`src/rtl/x86_bus_arbiter.sv`:
```
// Two-requester memory bus arbiter: data port has priority, prefetch is guaranteed
// a slot after FETCH_SLOT consecutive data grants, and a watchdog aborts stuck cycles.
module x86_bus_arbiter #(
    parameter int FETCH_SLOT  = 4,
    parameter int BUS_TIMEOUT = 255
) (
    input  logic        clock,
    input  logic        reset,
    input  logic        fetch_req,
    input  logic [31:0] fetch_addr,
    output logic        fetch_ack,
    output logic [31:0] fetch_rdata,
    input  logic        data_req,
    input  logic        data_we,
    input  logic [31:0] data_addr,
    input  logic [31:0] data_wdata,
    output logic        data_ack,
    output logic [31:0] data_rdata,
    output logic [31:0] o_address,
    output logic [31:0] o_data,
    output logic        o_we,
    output logic        o_req,
    input  logic [31:0] i_data,
    input  logic        i_ready,
    output logic        bus_err
);

    typedef enum logic [1:0] {IDLE, BUS, DONE} state_t;

    localparam logic [3:0] SLOT     = 4'(FETCH_SLOT);
    localparam logic [7:0] TMO_LAST = 8'(BUS_TIMEOUT - 1);

    state_t      state, state_nxt;
    logic        owner_fetch, owner_fetch_nxt;
    logic [3:0]  run, run_nxt;
    logic [7:0]  wd, wd_nxt;
    logic [31:0] address_nxt, odata_nxt, frdata_nxt, drdata_nxt;
    logic        we_nxt, req_nxt, fack_nxt, dack_nxt, err_nxt;
    logic        grant_fetch, finish, timeout;
    logic [31:0] rdata_in;

    always_ff @(posedge clock) begin
        if (reset) begin
            state       <= IDLE;
            owner_fetch <= 1'b0;
            run         <= '0;
            wd          <= '0;
            o_address   <= '0;
            o_data      <= '0;
            o_we        <= 1'b0;
            o_req       <= 1'b0;
            fetch_ack   <= 1'b0;
            data_ack    <= 1'b0;
            fetch_rdata <= '0;
            data_rdata  <= '0;
            bus_err     <= 1'b0;
        end else begin
            state       <= state_nxt;
            owner_fetch <= owner_fetch_nxt;
            run         <= run_nxt;
            wd          <= wd_nxt;
            o_address   <= address_nxt;
            o_data      <= odata_nxt;
            o_we        <= we_nxt;
            o_req       <= req_nxt;
            fetch_ack   <= fack_nxt;
            data_ack    <= dack_nxt;
            fetch_rdata <= frdata_nxt;
            data_rdata  <= drdata_nxt;
            bus_err     <= err_nxt;
        end
    end

    always_comb begin
        state_nxt       = state;
        owner_fetch_nxt = owner_fetch;
        run_nxt         = run;
        wd_nxt          = wd;
        address_nxt     = o_address;
        odata_nxt       = o_data;
        we_nxt          = o_we;
        req_nxt         = o_req;
        fack_nxt        = 1'b0;
        dack_nxt        = 1'b0;
        frdata_nxt      = fetch_rdata;
        drdata_nxt      = data_rdata;
        err_nxt         = bus_err;
        grant_fetch     = fetch_req && (!data_req || run == SLOT);
        timeout         = !i_ready && (wd == TMO_LAST);
        finish          = i_ready || timeout;
        rdata_in        = timeout ? 32'hFFFF_FFFF : i_data;

        case (state)
            IDLE: begin
                if (!fetch_req) begin
                    run_nxt = '0;
                end
                if (fetch_req || data_req) begin
                    owner_fetch_nxt = grant_fetch;
                    req_nxt         = 1'b1;
                    wd_nxt          = '0;
                    state_nxt       = BUS;
                    if (grant_fetch) begin
                        address_nxt = fetch_addr;
                        we_nxt      = 1'b0;
                        run_nxt     = '0;
                    end else begin
                        address_nxt = data_addr;
                        we_nxt      = data_we;
                        if (data_we) begin
                            odata_nxt = data_wdata;
                        end
                        // Count data wins only while fetch is actually being held off.
                        if (fetch_req && run != SLOT) begin
                            run_nxt = run + 4'd1;
                        end
                    end
                end
            end
            BUS: begin
                if (finish) begin
                    if (owner_fetch) begin
                        fack_nxt   = 1'b1;
                        frdata_nxt = rdata_in;
                    end else begin
                        dack_nxt = 1'b1;
                        if (!o_we) begin
                            drdata_nxt = rdata_in;
                        end
                    end
                    err_nxt   = bus_err | timeout;
                    req_nxt   = 1'b0;
                    we_nxt    = 1'b0;
                    state_nxt = DONE;
                end else begin
                    wd_nxt = wd + 8'd1;
                end
            end
            DONE: begin
                state_nxt = IDLE;
            end
            default: begin
                state_nxt = IDLE;
            end
        endcase
    end

endmodule
```
`config.mk`:
```
export PLATFORM = sky130hd
export DESIGN_NAME = x86_bus_arbiter
export DESIGN_NICKNAME = d
export VERILOG_FILES = /design/src/rtl/x86_bus_arbiter.sv
export SDC_FILE = /design/constraint.sdc
export NUM_CORES = 1
export LEC_CHECK = 0
export ABC_AREA = 1
export CORE_ASPECT_RATIO = 0.7
export CORE_UTILIZATION = 35
export CTS_BUF_LIST = sky130_fd_sc_hd__clkbuf_8
export DETAILED_ROUTE_END_ITERATION = 8
export PLACE_DENSITY = 0.71
export SLEW_MARGIN = 20
export SYNTH_ARGS = -nofsm -noshare
export SYNTH_HDL_FRONTEND = slang
export SYNTH_SLANG_ARGS = --single-unit
export TNS_END_PERCENT = 50
```
`constraint.sdc`:
```
create_clock -name clock -period 1.95 [get_ports clock]
set_clock_uncertainty 0.15 [all_clocks]
set_input_delay 0.2925 -clock clock [delete_from_list [all_inputs] [get_ports clock]]
set_output_delay 0.2925 -clock clock [all_outputs]
set_load 0.01 [all_outputs]
```
**After elaboration in Yosys (flattened, before gate mapping)**

Cells that the tools add are included.

- $add $sub $neg: 2
- Equality and inequality tests: 7
- Mux-type cells: 20
- Bitwise logic cells: 6
- Reductions and logical operators: 19

Operators by type and width:

| operator | count |
|---|---|
| 32-bit 2-to-1 mux | 2 |
| 4-bit 2-to-1 mux | 4 |
| 8-bit 2-to-1 mux | 2 |
| 8-bit case mux with 2 select lines | 1 |
| 3-bit AND reduction | 3 |
| 8-bit by 1-bit adder with 8-bit output (second input constant) | 1 |
| 8-bit equality test (second input constant) | 1 |
| 4-bit AND reduction | 2 |
| 1-bit 2-to-1 mux | 6 |
| 2-bit inequality test (second input constant) | 3 |
| 2-bit AND reduction | 3 |
| 1-bit inverter | 5 |
| 4-bit by 1-bit adder with 4-bit output (second input constant) | 1 |
| 4-bit by 3-bit equality test with 1-bit output (second input constant) | 1 |
| 2-bit 2-to-1 mux | 2 |
| 4-bit by 3-bit inequality test with 1-bit output (second input constant) | 1 |
| 1-bit case mux with 2 select lines | 2 |
| 2-bit case mux with 2 select lines | 1 |
| 1-bit logical AND | 3 |
| 1-bit logical OR | 3 |
| 3-bit OR reduction | 1 |
| 2-bit by 1-bit equality test with 1-bit output (second input constant) | 1 |
| 1-bit zero test | 2 |
| 2-bit zero test | 1 |
| 2 further kinds | 2 |

- Flip-flop bits (word level): 148
- Input bits: 134
- Output and inout bits: 133

**Logic depth before layout (Yosys ltp)**

- Word-level depth: 6
- Gate-level depth with buffers: 13
- Gate-level depth less buffers: 11

**Least setup slack after synthesis**

Ideal clock, no wire load.

- Path kind: register -> register
- Start: register run[0]
- End: register o_data[22]
- Setup time: 113 ps
- Arrival time: 1397 ps
- Path slack: 290 ps
- Cell stages (with the launch flop): 13
- Path buffers: 2
- Period minus slack after synthesis: 1660 ps
- Path through: dfxtp_1 -> inv_1 -> ha_1 -> nand3_1 -> nand2_1 -> nand2_1 -> nand2_1 -> inv_2 -> nand2_1 -> buf_6 -> buf_4 -> nor2_1 -> nor2_1

- Word-level cells in the longest chain between the ends: 5

Ends and longest elaborated chain:

| item | line | source |
|---|---|---|
| start, declared | 35 | `logic [3:0] run, run_nxt;` |
| start signal, assigned | 60 | `run <= run_nxt;` |
| 4-bit by 3-bit equality test with 1-bit output | 88 | `grant_fetch = fetch_req && (!data_req \|\| run == SLOT);` |
| 1-bit logical OR | 88 |  |
| 1-bit logical AND | 88 |  |
| 1-bit inverter (no source line) | -- |  |
| 4-bit AND reduction (no source line) | -- |  |
| end signal, assigned | 63 | `o_data <= odata_nxt;` |
| end, declared | 20 | `output logic [31:0] o_data,` |

Every way passes these cells.
A chain may end at the register's enable or synchronous reset.

**Final worst setup path**

- Start: input i_ready
- End: register data_rdata[13]

- Word-level cells in the longest chain between the ends: 4

Ends and longest elaborated chain:

| item | line | source |
|---|---|---|
| start, declared | 24 | `input logic i_ready,` |
| 1-bit zero test | 89 | `timeout = !i_ready && (wd == TMO_LAST);` |
| 1-bit logical AND | 89 |  |
| 1-bit logical OR | 90 | `finish = i_ready \|\| timeout;` |
| 4-bit AND reduction (no source line) | -- |  |
| end signal, assigned | 69 | `data_rdata <= drdata_nxt;` |
| end, declared | 18 | `output logic [31:0] data_rdata,` |

Parallel ways exist; a longest one is shown, timed or not.

==> out/metrics.csv <==
metric,value,unit
initial_core_util,35.9,%
syn_inst,997,
htreeDepth,4,
min_from,fetch_addr[21],
clockRootBuffer,clkbuf_8,
worst_slew_pin_slew,0.664,ns
syn_avg_cell_area,6.80,um2
fp-row-count,42,
maxCapViolCount,0,
syn_to_final_growth,54.2,%
leakagePower,4.78,nW
core_area,18900,um2
startpoint,i_ready,
cts.path.max_buffers,2,
drc,0,
cp-end-kind,flip-flop,
place_congestion,0.831,
yosysSeqAreaShare,43.7,%
die_y,118,um
final_cell_area,10500,um2
finalPower,0.00736,W
clk_pin_slew,0.09,ns
critPathRequiredTime,2.14,ns
worstPathMaxFanout,11,
cts_tree,yes,
irDropWorstVdd,337,uV
synth-edff-count,0,
dieWidth,168,um
synth.distinct_cells,30,
fmax,534,MHz
synth-seq-cells,148,
drt_first_pass_iters,5,
hpwlAfterDp,14.5,mm
vias_per_cell,4.50,
ys_async_sr_fraction,0,%
period_share,96.0,%
drive_gt1_share,10.4,%
portBuffers,266,
period_needed,1.87,ns
place_area,9850,um2
synth_area,6780,um2
diodes,0,
grt_pass1_wl,32.7,mm
slew_violations,0,
vias,6887,
grt_pass1_vias,6510,
arrival,2.06,ns
synthesis.nets,1135,
finalWirelength,20.9,mm
critPathLaunchType,input pin,
ys.flop_type,dfxtp_1,
dieArea,20000,um2
hold_viol_final,0,
status,"finished, final reports clean",
cts.sinks,148,
mostFrequentLayoutCells,"nand2_1 (294), clkdlybuf4s50_1 (266), inv_1 (167)",
r2r_start,wd[0]$_SDFFE_PP0P_,
ios,267,
grt_overflow,0,
hold_path_class,input pin to flip-flop,
fin_cells,1529,
drt_iter0_drc,463,
dp_cells,1488,
antenna_found_initial,0,
clk_latency,0.44,ns
track_usage,20.8,%
setup_violations,0,
grt_max_degree,66,
route.antenna.remaining_nets,0,
fin_hold_ws,0.258,ns
routedWlPerCell,13.6,um
yosysWarnings,0,
cts_made_buffers,17,
fin_nets,1412,
criticalPathCategory,input pin to flip-flop,
max_slew_margin,55.6,%
layout_commonest_cell,nand2_1,
powerDensity,704,nW/um2
## metal layers
layer	routed length, um	track usage, %	up-vias
met5	0	0	-
met4	261	5.17	0
met3	1820	7.54	18
met2	9650	34.2	242
met1	9130	25.7	3052
li1	-	-	3575
## worst paths after layout
| kind | slack (ns) | depth (start not counted) | endpoint |
|---|---|---|---|
| worst max-delay path | 0.08 | 8 | data_rdata[13]$_SDFFE_PP0P_ |
| worst min-delay path | 0.26 | 3 | o_address[21]$_SDFFE_PP0P_ |
| worst max register to register | 0.08 | 11 | data_rdata[13]$_SDFFE_PP0P_ |
| worst min register to register | 0.30 | 2 | fetch_rdata[26]$_SDFFE_PP0P_ |
## cell usage after synthesis (all sizes together) (2+ instances only)
cell type | instances | area, um2
inv | 171 | 642
clkbuf | 23 | 86.3
o21ai | 4 | 20.0
ha | 4 | 50.1
nand2 | 300 | 1150
dfxtp | 148 | 2960
nand3 | 72 | 378
nor2 | 117 | 457
xor2 | 2 | 17.5
buf | 37 | 248
a21oi | 48 | 244
nand4 | 32 | 200
nor3 | 34 | 295
## registers in the layout, summed over array words and instances, names as in the netlist, 2 cells and up
name and cells:
o_data 32, data_rdata 32, run 4, wd 8
o_address 32, state 2, fetch_rdata 32
## stage by stage
stage | util [%] | worst slack (ns) | setup TNS (ns)
after floorplan | - | 0.290 | 0
after global placement | 52.1 | -0.274 | -7.49
after detailed placement | 52.1 | -0.258 | -7.32
after CTS | 54.2 | 0.00774 | 0
after global routing | 55.3 | -0.00516 | -0.00516
final | 55.3 | 0.0772 | 0
## cell type report
class                           instances  area [um2]
Multi-Input combinational cell        620        2920
Fill cell                            1809        8450
Clock inverter                         15         158
Timing Repair Buffer                  316        3240
Sequential cell                       148        2970
Tap cell                              242         303
Inverter                              171         644
Clock buffer                           17         234
## cells by family (layout without fill, tap and decap cells)
logic type | count (synthesis) | after routing | share of synthesized area, %
simple gates | 558 | 560 | 36.8
buf+inv | 231 | 519 | 14.4
flops | 148 | 148 | 43.7
compound gates | 53 | 53 | 4.02
fa+ha+maj | 4 | 4 | 0.738
xor+xnor | 3 | 3 | 0.387
## worst max-delay path: stages
cell             delay (ns)
clkdlybuf4s50_1        0.66
buf_4                  0.25
inv_1                  0.13
nand2_8                0.11
nand3_4                0.16
clkbuf_16              0.23
nor3_4                 0.17
nor2_2                 0.06
## power by group
| part | internal, W | switching [W] |
|---|---|---|
| combinational | 0.000854 | 0.000781 |
| sequential | 0.00322 | 0.000103 |
| clock | 0.00115 | 0.00126 |
## repair_timing
item | CTS | global route
cloned | 1 | 5
gates resized for setup | 2 | 16
setup endpoints to repair | 33 | 48
hold buffers | 0 | 0
pin swaps | 0 | 6
buffers inserted | 0 | 3
Power figures use the tool's default switching activity.
